<file path="config.mk">
export PLATFORM = sky130hd
export DESIGN_NAME = ifq_32
export DESIGN_NICKNAME = d
export VERILOG_FILES = /design/src/rtl/ifq_32.sv
export SDC_FILE = /design/constraint.sdc
export NUM_CORES = 1
export LEC_CHECK = 0
export CORE_MARGIN = 2
export CORE_UTILIZATION = 30
export CTS_CLUSTER_SIZE = 10
export DETAILED_ROUTE_END_ITERATION = 16
export PLACE_DENSITY = 0.6
export SYNTH_ARGS = -nofsm -noshare
export SYNTH_HDL_FRONTEND = slang
export SYNTH_SLANG_ARGS = --single-unit
</file>
<file path="constraint.sdc">
create_clock -name clk1 -period 2.5 [get_ports clk1]
set_input_delay 0.5 -clock clk1 [delete_from_list [all_inputs] [get_ports clk1]]
set_output_delay 0.5 -clock clk1 [all_outputs]
set_load 0.01 [all_outputs]
</file>
<file path="src/rtl/ifq_32.sv">
// ifq_32: instruction fetch queue.
// A fetch FSM issues word reads to instruction memory. Each response is
// pushed into a small FIFO together with its own address, and IF/ID pops
// the FIFO. A credit rule, count + inflight < DEPTH, keeps the queue from
// overflowing.
// Optional feature: define IFQ_HLT_STOP_EN to make a fetched HLT word
// (opcode 6'b111111) park the FSM in STOP. Without it, STOP is unreachable
// and stopped is tied to 0.
module ifq_32 #(
  parameter int unsigned DEPTH    = 4,
  parameter logic [9:0]  RESET_PC = 10'd0
) (
  input  logic        clk1,
  input  logic        rst,
  output logic        imem_req,
  output logic [9:0]  imem_addr,
  input  logic [31:0] imem_rdata,
  input  logic        redirect,
  input  logic [9:0]  redirect_pc,
  input  logic        hold,
  output logic        out_valid,
  input  logic        out_ready,
  output logic [31:0] ir_out,
  output logic [31:0] npc_out,
  output logic        stopped
);

  localparam int unsigned PTR_W = $clog2(DEPTH);
  localparam int unsigned CNT_W = PTR_W + 1;

  typedef enum logic {FETCH, STOP} state_t;

  state_t             state;
  state_t             state_nxt;
  logic [31:0]        word_q [DEPTH];
  logic [9:0]         addr_q [DEPTH];
  logic [PTR_W-1:0]   rd_ptr;
  logic [PTR_W-1:0]   wr_ptr;
  logic [CNT_W-1:0]   count;
  logic               inflight;
  logic [9:0]         inflight_addr;
  logic [9:0]         fetch_pc;
  logic               push;
  logic               pop;
  logic               credit_ok;

  // Redirect discards the inflight response and overrides any pop.
  assign push      = inflight & !redirect;
  assign pop       = out_valid & out_ready & !redirect;
  assign credit_ok = (32'(count) + 32'(inflight)) < 32'(DEPTH);

  assign out_valid = (count != '0);
  assign imem_addr = fetch_pc;
  assign ir_out    = out_valid ? word_q[rd_ptr] : 32'd0;
  assign npc_out   = out_valid ? (32'(addr_q[rd_ptr]) + 32'd1) : 32'd0;

`ifdef IFQ_HLT_STOP_EN
  logic is_hlt;
  assign is_hlt  = (imem_rdata[31:26] == 6'b111111);
  assign stopped = (state == STOP);
`else
  assign stopped = 1'b0;
`endif

  // Fetch FSM state register.
  always_ff @(posedge clk1 or posedge rst) begin
    if (rst) state <= FETCH;
    else     state <= state_nxt;
  end

  // Next state and request issue; redirect and reset override everything.
  always_comb begin
    state_nxt = state;
    imem_req  = 1'b0;
    unique case (state)
      FETCH: begin
        imem_req = !hold & !redirect & credit_ok;
`ifdef IFQ_HLT_STOP_EN
        // An HLT word being pushed stops fetch this very cycle.
        if (push && is_hlt) begin
          state_nxt = STOP;
          imem_req  = 1'b0;
        end
`endif
      end
      STOP:    imem_req = 1'b0;
      default: state_nxt = FETCH;
    endcase
    if (redirect) state_nxt = FETCH;
    if (rst)      imem_req  = 1'b0;
  end

  // Fetch PC, inflight tracking, and queue pointers/occupancy.
  always_ff @(posedge clk1 or posedge rst) begin
    if (rst) begin
      fetch_pc      <= RESET_PC;
      inflight      <= 1'b0;
      inflight_addr <= 10'd0;
      rd_ptr        <= '0;
      wr_ptr        <= '0;
      count         <= '0;
    end else if (redirect) begin
      fetch_pc <= redirect_pc;
      inflight <= 1'b0;
      rd_ptr   <= '0;
      wr_ptr   <= '0;
      count    <= '0;
    end else begin
      inflight <= imem_req;
      if (imem_req) begin
        inflight_addr <= fetch_pc;
        fetch_pc      <= fetch_pc + 10'd1;
      end
      if (push) wr_ptr <= wr_ptr + PTR_W'(1);
      if (pop)  rd_ptr <= rd_ptr + PTR_W'(1);
      unique case ({push, pop})
        2'b10:   count <= count + CNT_W'(1);
        2'b01:   count <= count - CNT_W'(1);
        default: count <= count;
      endcase
    end
  end

  // Queue storage. Occupancy is tracked by count, so the storage needs no reset.
  always_ff @(posedge clk1) begin
    if (push) begin
      word_q[wr_ptr] <= imem_rdata;
      addr_q[wr_ptr] <= inflight_addr;
    end
  end

endmodule

</file>
# After elaboration in Yosys (flattened, before gate mapping)
# Memory sizes are Yosys's and may differ from the RTL's.
# Cells that the tools add are included.
# Widths: inputs -> output; s select.
# op_classes
n_bitwise,6
n_addsub,7
n_lt_le_gt_ge,1
n_eq_ne,2
n_reduce_logical,8
n_mux,14
# op_table
op,n
$mux 32,1
$mux 10,2
$add 10x1->11 const B,1
$mux 11,1
$add 10x1->10 const B,1
$mux 2,4
$pmux 3 s2,1
$reduce_bool 2->1,3
$reduce_bool 3->1,2
$and 1x1->1,5
$add 2x1->2 const B,2
$add 3x1->4,1
$lt 4x3->1 const B,1
$mux 1,4
$add 3x1->3 const B,1
$mux 3,1
$sub 3x1->3 const B,1
$eq 2x1->1 const B,1
$eq 2x2->1 const B,1
$logic_not 1->1,2
$reduce_and 2->1,1
$not 1->1,1
# word_totals
ram_bits,168
out_inout_bits,77
regBits,28
n_memories,2
inputBits,47
word_cells,46
# memory_table
memory,depth,word_bits,read_ports,rd_ports_with_merged_regs,write_ports,line_no,source
word_q,4,32,1,0,1,35,logic [31:0] word_q [DEPTH];
addr_q,4,10,1,0,1,36,logic [9:0] addr_q [DEPTH];

# Depth between registers and ports, before layout
# depth
ltp_word,6
mapped_depth,7
mapped_depth_nobuf,6

# Worst setup path after synthesis
# Ideal clock, no wire load.
# synth_timing
path_type,register to output
from,reg rd_ptr[0]
to,out npc_out[9]
path_stages_with_launch,7
arrival_ps,1818
path_slack_ps,182
cell_sequence,dfrtp_1 -> buf_6 -> buf_12 -> mux4_2 -> nand4_2 -> or4_1 -> a21oi_1
# synth_via
elab_chain_len,3
# synth_lines
item,line_no,source
"start, declared",37,logic [PTR_W-1:0] rd_ptr;
"start signal, assigned",115,if (pop) rd_ptr <= rd_ptr + PTR_W'(1);
$mem_v2 4x10,-,
$add 10x1->11,55,assign npc_out = out_valid ? (32'(addr_q[rd_ptr]) + 32'd1) : 32'd0;
$mux 11,55,
"end, declared",24,"output logic [31:0] npc_out,"
# No other way between the ends.

# Final worst setup path
# layout_timing
from,reg rd_ptr[0]
to,out npc_out[3]
# Same word-level chain as after synthesis.

==> results <==
- The flow ran to the end, but the final reports show violations.
- The final reports fail on setup timing.
- The initial detailed-routing violation count is 273.
- Data arrives at the worst endpoint at 2.47 ns.
- The worst register-to-register path begins at count[0]$_DFFE_PP0P_.
- The cell with the biggest individual delay on the critical path is sky130_fd_sc_hd__mux4_2.
- The maximum buffer depth of the clock tree is 2.
- The global-route met1 utilization is 15.7%.
- After the last flow step, the layout net total stands at 679.
- The path class of the tightest hold or removal check is input port to async pin.
- For this block, the routed nets add up to 17.7 mm of wire.
- Setup repair after global routing could not meet its margin everywhere.
- The gate count after technology mapping is 465.
- The accumulated negative setup slack is -8.25 ns.
- Walking the worst path, the cells encountered are buf_8 -> mux4_2 -> buf_4 -> nand3_1 -> xor2_2 -> nor2_1 -> dlygate4sd2_1.
- 0 antenna diodes ended up in the layout.
- The kind of cell with the highest combined delay along the critical path is buffers and inverters.
- After synthesis the cells add up to 8110 um2.
- The total count of hold-check failures in the final report was 0.
- The overall routing resource usage is roughly 13%.
- The number of global-route vias before repair came to 4866.
- The number of cells in the design after placement is 921.
- STA classifies the critical path startpoint as a register.
- The most used flip-flop cell after synthesis is sky130_fd_sc_hd__edfxtp_1.
- The clock tree synthesis step divided the H-tree into 4 levels.
- The critical path contains buffers and inverters numbering 3 combined.
- Using the TritonRoute via totals, the vias-per-cell ratio works out to approximately 4.7.
- The die span in x is 168 um.
- Buffers inserted to repair hold after CTS numbered 0.
- The floorplan step defined a core boundary enclosing 26700 um2.
- Per report_power, the sequential group accounts for 39.4% of the total.
- In the post-route analysis, the smallest setup slack over all paths is -0.466 ns.
- Internal power comes to about 7 mW.
- In the routed design, unresolved DRC markers number 0.
- Summed over all cells, the static leakage comes to 3.87 nW.
- Static timing analysis puts the maximum clock frequency at roughly 0.34 GHz.
- The count of different cell masters after synthesis is 43.
- Averaged over all synthesized cells, the footprint is 17.4 um2.
- After clock tree synthesis, the clock-pin slew on the worst setup and hold paths is 0.07 ns.
- The worst setup path is captured at a primary output.
- Counting I/O delays and the setup requirement, the final critical path takes 2.97 ns.
- Clock latency on the worst-skew pair, taken at its later pin, is approximately 0.43 ns.
- Global routing consumed, on the met2 layer, 21.7% of the routing resources.
- The switching share of power is 29.3%.
- In this run the worst path has a maximum fanout of 4.
- The portion of total power attributed to combinational logic is 34.5%.
- The post-detailed-placement half-perimeter wirelength is 11.0 mm.
- The maximum number of pins on one net before global-route repair is 25.
- The final RePlAce weighted congestion is a little under 0.9.
- The slew of the pin with the lowest slew margin is 0.641 ns.
- The layout overhead on the synthesized area is 32.8%.
- The die height is 168 um.
- The max-slew violation count came to 0.
- The critical path class is register to primary output.
- The capturing point of the worst reg2reg path is count[2]$_DFFE_PP0P_.
- The via count is 4585.
- The overall die area is 28300 um2.
- The worst IR drop on VDD is 0.456 mV.
- The worst slew slack as a fraction of its limit is 57.3%.
- For this run, asynchronously set or reset flops after synthesis account for 14.3%.
- After detailed routing, the average wire length per cell comes to 18.1 um.
- The first global-routing pass estimated 27.3 mm of wire.
- The net switching power is roughly 2.9 mW.
- In this run the power density over the cells is 923 nW/um2.
- The worst reg-to-reg path cell count is 6.
- The library cells used most frequently in the layout, excluding fill and tap cells, are 168 x sky130_fd_sc_hd__edfxtp_1, 57 x sky130_fd_sc_hd__clkdlybuf4s50_1, 42 x sky130_fd_sc_hd__mux4_2.
- Dividing the final minimum period by the clock period gives 119%.
- OpenSTA, run right after detailed placement, puts the worst setup slack at -0.407 ns.
- The worst-case clock skew is 0.0120 ns.
- The met3 track demand over resource in global routing is 3.67%.
- Data on the critical path is required at its endpoint by 2.00 ns.
- The initial utilization of the core area, before any placement, comes to 30.3%.
- Buffers placed on the I/O ports in this run total 101.
- The part of the power in the clock network is 26.1%.
- The initial antenna violation count came to 0.
- In this design, the stage delay of the slowest critical-path cell is ~0.58 ns.
- The number of cells in the finished layout apart from fillers is 979.
- The register bit total from synthesis is around 200.
- In this run the register-to-register setup slack is 0.36 ns.
- For this run, the number of Yosys warnings is 0.
- met2 is the most crowded layer.
- The first TritonRoute pass finished after 4 iterations.
- In this run, synthesis inferred 168 flip-flops with an integrated enable.
- The clock tree from TritonCTS is done.
- The tool flagged a number of max-cap violations equal to 0.
- CTS placed an instance of sky130_fd_sc_hd__clkbuf_16 at the clock tree root.
- Cells with a size suffix above 1 make up 36.2% of the layout.
- The cell row count is 60.
- After global routing the overflow that remains totals 0.
- The CTS buffer count is 17.
- The final setup violation count is 42.
- The count of nets left with antenna violations once routing finished came out at 0.
- The count of clock tree sinks is 196.
- In this run the count of I/O pins placed on the die edge is 124.
- Leaving out fill and tap cells, the most frequent cell in the layout is sky130_fd_sc_hd__edfxtp_1.
- The proportion of synthesized chip area in sequential cells is 70.9%.
-- how the worst max path moves through the flow --
stage | startpoint | end | slack [ns] | cells after the start
6_report | rd_ptr[0]$_DFFE_PP0P_ | npc_out[3] | -0.47 | 7
5_1_grt | rd_ptr[0]$_DFFE_PP0P_ | npc_out[6] | -0.56 | 7
4_1_cts | rd_ptr[0]$_DFFE_PP0P_ | npc_out[8] | -0.51 | 7
3_5_place_dp | rd_ptr[0]$_DFFE_PP0P_ | npc_out[7] | -0.41 | 5
3_3_place_gp | rd_ptr[0]$_DFFE_PP0P_ | npc_out[9] | -0.39 | 5
2_1_floorplan | rd_ptr[0]$_DFFE_PP0P_ | npc_out[9] | 0.18 | 6
-- power groups by stage --
stage / clock (mW) / combinational [mW] / sequential, mW
2_1_floorplan: 0 / 1.42 / 3.90
3_3_place_gp: 0 / 2.58 / 3.98
3_5_place_dp: 0 / 2.60 / 4.00
4_1_cts: 2.68 / 3.29 / 3.91
5_1_grt: 2.80 / 3.67 / 3.94
6_report: 2.59 / 3.43 / 3.91
-- area by class of cell --
class,count,area [um2]
Clock buffer,17,425
Multi-Input combinational cell,241,2310
Sequential cell,196,5750
Tap cell,341,427
Inverter,8,30.0
Clock inverter,15,143
Fill cell,2411,16000
Timing Repair Buffer,161,1670
-- worst reg2reg max path: stages, from the launching register on --
cell                      delay, ns
sky130_fd_sc_hd__dfrtp_2       0.47
sky130_fd_sc_hd__o31ai_2       0.48
sky130_fd_sc_hd__nor3_1        0.11
sky130_fd_sc_hd__fa_1          0.39
sky130_fd_sc_hd__and3_1        0.19
sky130_fd_sc_hd__o21ai_0       0.16
sky130_fd_sc_hd__nor3b_1       0.24
-- routing by layer --
layer  up-vias  wire length (um)
li1       2072                 -
met1      2351              7580
met2       138              8920
met3        24               863
met4         0               320
met5         -                 0
-- through the flow --
step	utilization (%)	hold slack, ns	power (mW)	instance area, um2
floorplan	-	0.476	5.32	8180
global placement	36.3	0.503	6.55	9690
detailed placement	36.3	0.522	6.60	9690
CTS	39.8	0.423	9.87	10600
global route	40.3	0.463	10.4	10800
finish	40.3	0.424	9.93	10800
-- sequential cells by signal, indices dropped and copies added, names as in the netlist --
register	flops
rd_ptr	2
inflight	1
addr_q	40
count	3
word_q	128
imem_addr	10
wr_ptr	2
inflight_addr	10
-- cell families (layout without fill, tap and decap cells) --
| logic type | Yosys count | in the layout | share of synthesized area (%) |
|---|---|---|---|
| flip-flops | 196 | 196 | 70.9 |
| AO/OA/AOI/OAI | 37 | 37 | 3.13 |
| adder cells (fa/ha/maj) | 7 | 7 | 1.17 |
| XOR/XNOR | 8 | 8 | 0.864 |
| buffers and inverters | 49 | 201 | 3.70 |
| AND/OR/NAND/NOR | 123 | 123 | 7.95 |
| other | 1 | 22 | 0.0463 |
| multiplexers | 44 | 44 | 12.2 |
-- synthesized netlist by cell type, types with 2 or more instances --
cell type | count | area [um2]
sky130_fd_sc_hd__a21o_1 | 8 | 60.1
sky130_fd_sc_hd__a21oi_1 | 7 | 35.0
sky130_fd_sc_hd__a221o_1 | 5 | 50.1
sky130_fd_sc_hd__a22oi_1 | 2 | 15.0
sky130_fd_sc_hd__and2_1 | 37 | 231
sky130_fd_sc_hd__and4_1 | 2 | 17.5
sky130_fd_sc_hd__buf_2 | 5 | 25.0
sky130_fd_sc_hd__buf_4 | 23 | 173
sky130_fd_sc_hd__clkbuf_1 | 10 | 37.5
sky130_fd_sc_hd__dfrtp_1 | 28 | 701
sky130_fd_sc_hd__edfxtp_1 | 168 | 5040
sky130_fd_sc_hd__ha_1 | 6 | 75.1
sky130_fd_sc_hd__inv_1 | 7 | 26.3
sky130_fd_sc_hd__mux2i_1 | 2 | 20.0
sky130_fd_sc_hd__mux4_1 | 7 | 184
sky130_fd_sc_hd__mux4_2 | 35 | 788
sky130_fd_sc_hd__nand2_1 | 40 | 150
sky130_fd_sc_hd__nand3_1 | 8 | 40.0
sky130_fd_sc_hd__nand4_1 | 3 | 18.8
sky130_fd_sc_hd__nor2_1 | 11 | 41.3
sky130_fd_sc_hd__nor3_1 | 9 | 45.0
sky130_fd_sc_hd__nor3b_1 | 2 | 15.0
sky130_fd_sc_hd__o21a_1 | 2 | 15.0
sky130_fd_sc_hd__o21ai_0 | 8 | 40.0
sky130_fd_sc_hd__o31ai_1 | 4 | 30.0
sky130_fd_sc_hd__or3_1 | 2 | 12.5
sky130_fd_sc_hd__or4_1 | 2 | 15.0
sky130_fd_sc_hd__xnor2_1 | 3 | 26.3
sky130_fd_sc_hd__xor2_1 | 5 | 43.8
-- repair_timing --
item,in CTS,in global routing
pin swaps,40,11
cloned,4,0
hold endpoints to repair,0,0
gates resized for setup,254,43
buffers inserted,21,6
setup endpoints to repair,45,46
(Power assumes the default switching activity.)
